<file path="src/rtl/divider_pkg.sv">
// Shared types and helpers for the sequential restoring divider.
// Holds the controller state encoding and the iteration-counter width rule.
package divider_pkg;

  typedef enum logic [1:0] {
    IDLE = 2'd0,
    CALC = 2'd1,
    DONE = 2'd2
  } div_state_t;

  // Counter must reach n-1; n >= 2 keeps the width at least one bit.
  function automatic int cnt_width(input int n);
    return $clog2(n);
  endfunction

endpackage

</file>
<file path="src/rtl/divider_seq_n_if.sv">
// Start/ready/valid bundle between the controlling logic (master) and the divider (slave).
// A division is accepted on a rising edge where start_i=1 and ready_o=1; valid_o pulses once with results.
interface divider_seq_n_if #(
  parameter int nb_bit = 8
);
  logic              start_i;
  logic [nb_bit-1:0] dividend_i;
  logic [nb_bit-1:0] divisor_i;
  logic              ready_o;
  logic              valid_o;
  logic [nb_bit-1:0] quotient_o;
  logic [nb_bit-1:0] remainder_o;
  logic              div_zero_o;

  modport master (
    output start_i, dividend_i, divisor_i,
    input  ready_o, valid_o, quotient_o, remainder_o, div_zero_o
  );

  modport slave (
    input  start_i, dividend_i, divisor_i,
    output ready_o, valid_o, quotient_o, remainder_o, div_zero_o
  );
endinterface

</file>
<file path="src/rtl/subtractor_n.sv">
// Unsigned nb_bit subtractor; borrow_o=1 means a_i >= b_i (the trial subtraction succeeded).
module subtractor_n #(
  parameter int nb_bit = 9
) (
  input  logic [nb_bit-1:0] a_i,
  input  logic [nb_bit-1:0] b_i,
  output logic [nb_bit-1:0] diff_o,
  output logic              borrow_o
);
  logic [nb_bit:0] ext;

  assign ext      = {1'b0, a_i} - {1'b0, b_i};
  assign diff_o   = ext[nb_bit-1:0];
  assign borrow_o = ~ext[nb_bit];
endmodule

</file>
<file path="src/rtl/divider_seq_n.sv">
// Sequential restoring divider: one trial subtraction per clock, nb_bit iterations per division.
// Divide-by-zero short-circuits straight to DONE with quotient all ones and remainder = dividend.
module divider_seq_n
  import divider_pkg::*;
#(
  parameter int nb_bit = 8
) (
  input  logic              clk_i,
  input  logic              rst_n_i,
  divider_seq_n_if.slave    bus,
  output div_state_t        dbg_state_o
);
  localparam int CNT_W = cnt_width(nb_bit);

  div_state_t        state_q, state_d;
  logic [CNT_W-1:0]  cnt_q, cnt_d;
  logic [nb_bit:0]   r_q, r_d;
  logic [nb_bit-1:0] q_q, q_d;
  logic [nb_bit-1:0] d_q, d_d;
  logic [nb_bit-1:0] quot_q, quot_d;
  logic [nb_bit-1:0] rem_q, rem_d;
  logic              dz_q, dz_d;

  logic [nb_bit:0]   trial;
  logic [nb_bit:0]   diff;
  logic              borrow;
  // R < D after every step, so the top bit of R never feeds the next trial.
  logic              unused_r_msb;

  assign trial        = {r_q[nb_bit-1:0], q_q[nb_bit-1]};
  assign unused_r_msb = r_q[nb_bit];

  subtractor_n #(.nb_bit(nb_bit + 1)) u_sub (
    .a_i      (trial),
    .b_i      ({1'b0, d_q}),
    .diff_o   (diff),
    .borrow_o (borrow)
  );

  always_comb begin
    state_d = state_q;
    cnt_d   = cnt_q;
    r_d     = r_q;
    q_d     = q_q;
    d_d     = d_q;
    quot_d  = quot_q;
    rem_d   = rem_q;
    dz_d    = dz_q;
    case (state_q)
      IDLE: begin
        if (bus.start_i) begin
          q_d   = bus.dividend_i;
          d_d   = bus.divisor_i;
          r_d   = '0;
          cnt_d = '0;
          if (bus.divisor_i == '0) begin
            state_d = DONE;
            quot_d  = '1;
            rem_d   = bus.dividend_i;
            dz_d    = 1'b1;
          end else begin
            state_d = CALC;
          end
        end
      end
      CALC: begin
        if (borrow) begin
          r_d = diff;
          q_d = {q_q[nb_bit-2:0], 1'b1};
        end else begin
          r_d = trial;
          q_d = {q_q[nb_bit-2:0], 1'b0};
        end
        cnt_d = cnt_q + CNT_W'(1);
        // Results are captured from the final step's next values, on entry to DONE.
        if (cnt_q == CNT_W'(nb_bit - 1)) begin
          state_d = DONE;
          quot_d  = q_d;
          rem_d   = r_d[nb_bit-1:0];
          dz_d    = 1'b0;
        end
      end
      DONE:    state_d = IDLE;
      default: state_d = IDLE;
    endcase
  end

  always_ff @(posedge clk_i or negedge rst_n_i) begin
    if (!rst_n_i) begin
      state_q <= IDLE;
      cnt_q   <= '0;
      r_q     <= '0;
      q_q     <= '0;
      d_q     <= '0;
      quot_q  <= '0;
      rem_q   <= '0;
      dz_q    <= 1'b0;
    end else begin
      state_q <= state_d;
      cnt_q   <= cnt_d;
      r_q     <= r_d;
      q_q     <= q_d;
      d_q     <= d_d;
      quot_q  <= quot_d;
      rem_q   <= rem_d;
      dz_q    <= dz_d;
    end
  end

  assign bus.ready_o     = (state_q == IDLE);
  assign bus.valid_o     = (state_q == DONE);
  assign bus.quotient_o  = quot_q;
  assign bus.remainder_o = rem_q;
  assign bus.div_zero_o  = dz_q;
  assign dbg_state_o     = state_q;
endmodule

</file>
<file path="src/flat_wrapper.sv">
// flat-port wrapper written by rule: the top's interface ports become plain ports
module divider_seq_n_flat import divider_pkg::*;
#(
  parameter int nb_bit = 8
)
  (clk_i, rst_n_i, dbg_state_o, bus_start_i, bus_dividend_i, bus_divisor_i, bus_ready_o, bus_valid_o, bus_quotient_o, bus_remainder_o, bus_div_zero_o);
  divider_seq_n_if #(.nb_bit(nb_bit)) bus_i ();
  input  logic clk_i;
  input  logic rst_n_i;
  output div_state_t dbg_state_o;
  input wire logic [$bits(bus_i.start_i)-1:0] bus_start_i;
  input wire logic [$bits(bus_i.dividend_i)-1:0] bus_dividend_i;
  input wire logic [$bits(bus_i.divisor_i)-1:0] bus_divisor_i;
  output wire logic [$bits(bus_i.ready_o)-1:0] bus_ready_o;
  output wire logic [$bits(bus_i.valid_o)-1:0] bus_valid_o;
  output wire logic [$bits(bus_i.quotient_o)-1:0] bus_quotient_o;
  output wire logic [$bits(bus_i.remainder_o)-1:0] bus_remainder_o;
  output wire logic [$bits(bus_i.div_zero_o)-1:0] bus_div_zero_o;
  assign bus_i.start_i = bus_start_i;
  assign bus_i.dividend_i = bus_dividend_i;
  assign bus_i.divisor_i = bus_divisor_i;
  assign bus_ready_o = bus_i.ready_o;
  assign bus_valid_o = bus_i.valid_o;
  assign bus_quotient_o = bus_i.quotient_o;
  assign bus_remainder_o = bus_i.remainder_o;
  assign bus_div_zero_o = bus_i.div_zero_o;
  divider_seq_n #(.nb_bit(nb_bit)) u_core (.clk_i(clk_i), .rst_n_i(rst_n_i), .bus(bus_i), .dbg_state_o(dbg_state_o));
endmodule
</file>
<file path="config.mk">
export PLATFORM = sky130hd
export DESIGN_NAME = divider_seq_n_flat
export DESIGN_NICKNAME = d
export VERILOG_FILES = /design/src/rtl/divider_pkg.sv /design/src/rtl/divider_seq_n_if.sv /design/src/rtl/subtractor_n.sv /design/src/rtl/divider_seq_n.sv /design/src/flat_wrapper.sv
export SDC_FILE = /design/constraint.sdc
export NUM_CORES = 1
export LEC_CHECK = 0
export ABC_AREA = 1
export CORE_MARGIN = 8
export CORE_UTILIZATION = 50
export CTS_BUF_LIST = sky130_fd_sc_hd__clkbuf_16
export CTS_CLUSTER_DIAMETER = 50
export DETAILED_ROUTE_END_ITERATION = 8
export PLACE_DENSITY = 0.78
export SLEW_MARGIN = 20
export SYNTH_ARGS = -nofsm -noshare
export SYNTH_HDL_FRONTEND = slang
export SYNTH_HIERARCHICAL = 1
export SYNTH_SLANG_ARGS = --single-unit
</file>
<file path="constraint.sdc">
create_clock -name clk_i -period 2.2 [get_ports clk_i]
set_clock_uncertainty 0.05 [all_clocks]
set_input_delay 0.33 -clock clk_i [delete_from_list [all_inputs] [get_ports clk_i]]
set_output_delay 0.33 -clock clk_i [all_outputs]
set_load 0.02 [all_outputs]
</file>
## Word-level counts from Yosys, hierarchy flattened

Index checks and enable logic that the tools add are counted.

- Register bits: 46
- Input port bits: 19
- Output and inout port bits: 21
- Word-level logic and storage cells: 47

- $add $sub $neg: 2
- Equality and inequality tests: 6
- Multiplexer cells: 24
- Reduce and logical (&&, ||, !) cells: 7

Operator list:

| kind | count |
|---|---|
| $mux W8 | 9 |
| $pmux W8 S2 | 4 |
| $sub A9 B8 Y10 | 1 |
| $logic_not A8 Y1 | 1 |
| $mux W2 | 3 |
| $pmux W3 S2 | 1 |
| $reduce_and A2 Y1 | 3 |
| $mux W1 | 4 |
| $ne A2 B1 Y1 const B | 2 |
| $pmux W2 S2 | 1 |
| $reduce_and A4 Y1 | 1 |
| $add A3 B1 Y3 const B | 1 |
| $eq A3 B3 Y1 const B | 1 |
| $mux W3 | 1 |
| $eq A2 B1 Y1 const B | 1 |
| $eq A2 B2 Y1 const B | 1 |
| $logic_not A2 Y1 | 1 |
| $ne A2 B2 Y1 const B | 1 |
| $pmux W1 S2 | 1 |
| $reduce_bool A2 Y1 | 1 |

## Longest topological paths before layout

- Word-level depth: 4
- Mapped depth: 16
- Depth with buffers taken out: 16

## By module

The synthesis kept the hierarchy.

Modules (own cells, without submodules):

| module | instances | cells each | area an instance (µm²) | sequential area each (µm²) |
|---|---|---|---|---|
| divider_seq_n | 1 | 234 | 2103.3 | 1151.1 |
| subtractor_n | 1 | 91 | 496.7 | 0.0 |

## Worst setup path before layout

No wires, ideal clock.

- Path type: register to register
- Start: reg u_core.r_q[3]
- End: reg u_core.quot_q[0] (netlist: u_core/bus.quotient_o[0])
- Library setup time: 0.117 ns
- Arrival: 1.840 ns
- Data required time: 2.033 ns
- Path slack: 0.193 ns
- Cell stages (with the launch flop): 13
- Buffers on the path: 2
- Clock period less this slack: 2.007 ns
- Cell sequence: dfrtp_1 -> ha_1 -> nand2_2 -> inv_1 -> a21oi_2 -> nand2_1 -> nand2_1 -> nand2_1 -> buf_2 -> buf_2 -> or2_2 -> nand3_1 -> nand2_1

- Word-level cells in the longest chain between the ends: 4

Ends and longest elaborated chain:

| element | RTL line | RTL |
|---|---|---|
| start: declaration | divider_seq_n.sv:17 | `logic [nb_bit:0] r_q, r_d;` |
| start signal: assignment | divider_seq_n.sv:101 | `r_q <= r_d;` |
| $sub A9 B8 Y10 | subtractor_n.sv:12 | `assign ext = {1'b0, a_i} - {1'b0, b_i};` |
| $mux W1 | divider_seq_n.sv:67 | `if (borrow) begin` |
| $mux W8 | divider_seq_n.sv:76 | `if (cnt_q == CNT_W'(nb_bit - 1)) begin` |
| $pmux W8 S2 | divider_seq_n.sv:49 | `case (state_q)` |
| end signal: assignment | divider_seq_n.sv:104 | `quot_q <= quot_d;` |
| end: declaration | divider_seq_n.sv:20 | `logic [nb_bit-1:0] quot_q, quot_d;` |

Every way passes these cells. The select of a mux whose other input is x is not followed.
A chain may end at the register's enable or synchronous reset.

## Worst setup path after layout

- Start: reg u_core.r_q[3]
- End: reg u_core.rem_q[3] (netlist: u_core/bus.remainder_o[3])

- Word-level cells in the longest chain between the ends: 4

Ends and longest elaborated chain:

| element | RTL line | RTL |
|---|---|---|
| $sub A9 B8 Y10 | subtractor_n.sv:12 |  |
| $mux W8 | divider_seq_n.sv:67 |  |
| $mux W8 | divider_seq_n.sv:76 |  |
| $pmux W8 S2 | divider_seq_n.sv:49 |  |
| end signal: assignment | divider_seq_n.sv:105 | `rem_q <= rem_d;` |
| end: declaration | divider_seq_n.sv:21 | `logic [nb_bit-1:0] rem_q, rem_d;` |

Every way passes these cells. The select of a mux whose other input is x is not followed.

==> metrics.md <==
| Metric | Value |
|---|---|
| Status | `finished with violations` |
| Failing checks | `hold timing` |
| Wire per inst | `~14 um` |
| Vias in the first global route | `about 2100` |
| Final period util | `94.1%` |
| CP arrival | `2250 ps` |
| Synthesized area per cell | `8.14 um2` |
| Clock Sink Count | `46` |
| Reg2Reg Setup Slack | `130 ps` |
| Fmax | `483 MHz` |
| PwrDens | `around 1500 nW/um2` |
| Placed Cells | `418` |
| CP max-delay cell | `dfrtp_1` |
| Hold Crit Class | `input port to asynchronous set/reset pin` |
| Nets | `387` |
| Share of layout cells above drive strength 1 | `11.2%` |
| I/O Buffers | `39` |
| CTS H-tree lvls | `2` |
| Critical Path Max Stage Delay | `380 ps` |
| Worst hold slack | `-16.1 ps` |
| Worst vdd ir | `0.958 mV` |
| Max cap viols | `0` |
| Area Overhead vs Synth | `24.1%` |
| Total GRT Usage | `16.5%` |
| Largest net degree at the start of global routing | `27` |
| Crit path max fanout | `18` |
| Cell Rows | `26` |
| Worst-Margin Slew | `569 ps` |
| Synthesized net count | `345` |
| Overflow left after global routing | `0` |
| Mapped Cells | `314` |
| Most frequent cells in the layout | `nand2_1, dfrtp_1, inv_1` |
| Top cell by count, worst path | `nand2_1` |
| Starting Density | `51.0%` |
| Global-route wire length before repair | `slightly below 10000 um` |
| CTS clk-pin slew, worst paths | `around 60 ps` |
| Crit path cell chain | `ha_1 -> nand2_2 -> inv_1 -> a21oi_2 -> nand2_1 -> nand2_1 -> nand2_4 -> o21ai_0 -> nand2_1 -> nand2_1 -> nand3_1 -> nand2_1` |
| Final setup violation count | `0` |
| Core ar. | `around 5000 um2` |
| Post-cts hold buffer count | `0` |
| Antenna violations before repair | `0` |
| # IOs | `40` |
| Final GP Congestion | `0.914` |
| Final ANT Viol Nets | `0` |
| Yosys warns | `6` |
| Die width | `87.5 um` |
| CP Data Required Time | `between 2000 and 2500 ps` |
| Mapped Area | `between 2000 and 3000 um2` |
| Layout Utilization | `63.3%` |
| Clk Latency, worst-skew pair | `280 ps` |
| Tmin final | `2070 ps` |
| CTS max path bufs | `2` |
| # DRC | `0` |
| Vias | `2186` |
| CTS buffer count | `5` |
| CP endpoint kind | `flop` |
| Final cell count without fillers | `427` |
| Worst rel slew slack | `about 62%` |
| Initial DRT Pass Iterations | `6` |
| Final Hold Fails | `24` |
| DIE AREA | `7650 um2` |
| Most common cell after layout, fill and taps aside | `nand2_1` |
| Worst setup SP type | `flop` |
| HPWL Detailed | `4440 um` |
| Crit Path Category | `flop to flop` |
| Final wirelength | `6010 um` |
| CTS root buf | `clkbuf_16` |
| ANT cells | `0` |
| TritonCTS clock tree | `yes` |
| Die height | `roughly 87 um` |
| Vias per cell | `5.12` |
| 1st-iter DRT viols | `250` |
| Leak Pwr | `1.62 nW` |
| Max-slew violations | `0` |
==> layer usage <==
metal	routed length, um	vias up	share of wire (%)	track usage, %
met5	0	-	0	0
met4	79	0	1.3	5.63
met3	417	8	6.9	3.96
met2	2890	74	48	26.2
met1	2630	1024	44	21.2
li1	-	1080	-	-
==> state kept, by name (all words and copies together), names as in the netlist <==
name,flops
u_core/bus.div_zero_o,1
u_core/bus.quotient_o,8
u_core/r_q,8
u_core/q_q,8
u_core/cnt_q,3
u_core/d_q,8
u_core/dbg_state_o,2
u_core/bus.remainder_o,8
==> worst paths after layout <==
path / startpoint / end / depth (start not counted)
hold / removal: rst_n_i / u_core/bus.quotient_o[3] / 1
setup reg to reg: u_core/r_q[3] / u_core/bus.remainder_o[3] / 12
setup / recovery: u_core/r_q[3] / u_core/bus.remainder_o[3] / 12
min in group clk_i: u_core/bus.remainder_o[0] / u_core/bus.remainder_o[0] / 2
max in group asynchronous: rst_n_i / u_core/r_q[6] / 2
hold reg to reg: u_core/bus.remainder_o[0] / u_core/bus.remainder_o[0] / 2
==> per-stage QoR <==
step	setup WS (ps)	area [um2]	total power, mW	setup TNS [ps]
2_1_floorplan	193	2550	3.25	0
3_3_place_gp	124	3000	3.96	0
3_5_place_dp	35.1	3000	4.03	0
4_1_cts	89.2	3140	4.78	0
5_1_grt	-28.4	3170	5.26	-28.4
6_report	130	3170	4.85	0
==> worst max-delay path: cells and delay by family (launching register included) <==
kind                       cells  cell delay, ps
buffers and inverters          1              70
adders and majority gates      1             370
and+or+nand+nor                8             740
AOI/OAI and AO/OA              2             400
DFF                            1             380
==> power by group <==
part	internal, mW	switching, mW
clock network	0.417	0.310
logic	1.08	1.64
registers	1.20	0.201
==> cell type report <==
class,instances,area [um2]
Clock buffer,5,125
Inverter,43,164
Tap cell,70,87.6
Multi-Input combinational cell,215,1200
Fill cell,465,1840
Sequential cell,46,1150
Timing Repair Buffer,45,430
Clock inverter,3,16.3
==> repair_timing <==
item	in CTS	in global routing
buffers inserted	0	1
setup endpoints to repair	1	8
gates cloned	0	0
pin swaps	0	4
endpoints found under the hold margin	0	0
gates resized for setup	1	7
No activity file was read; power rests on OpenSTA's default activity.
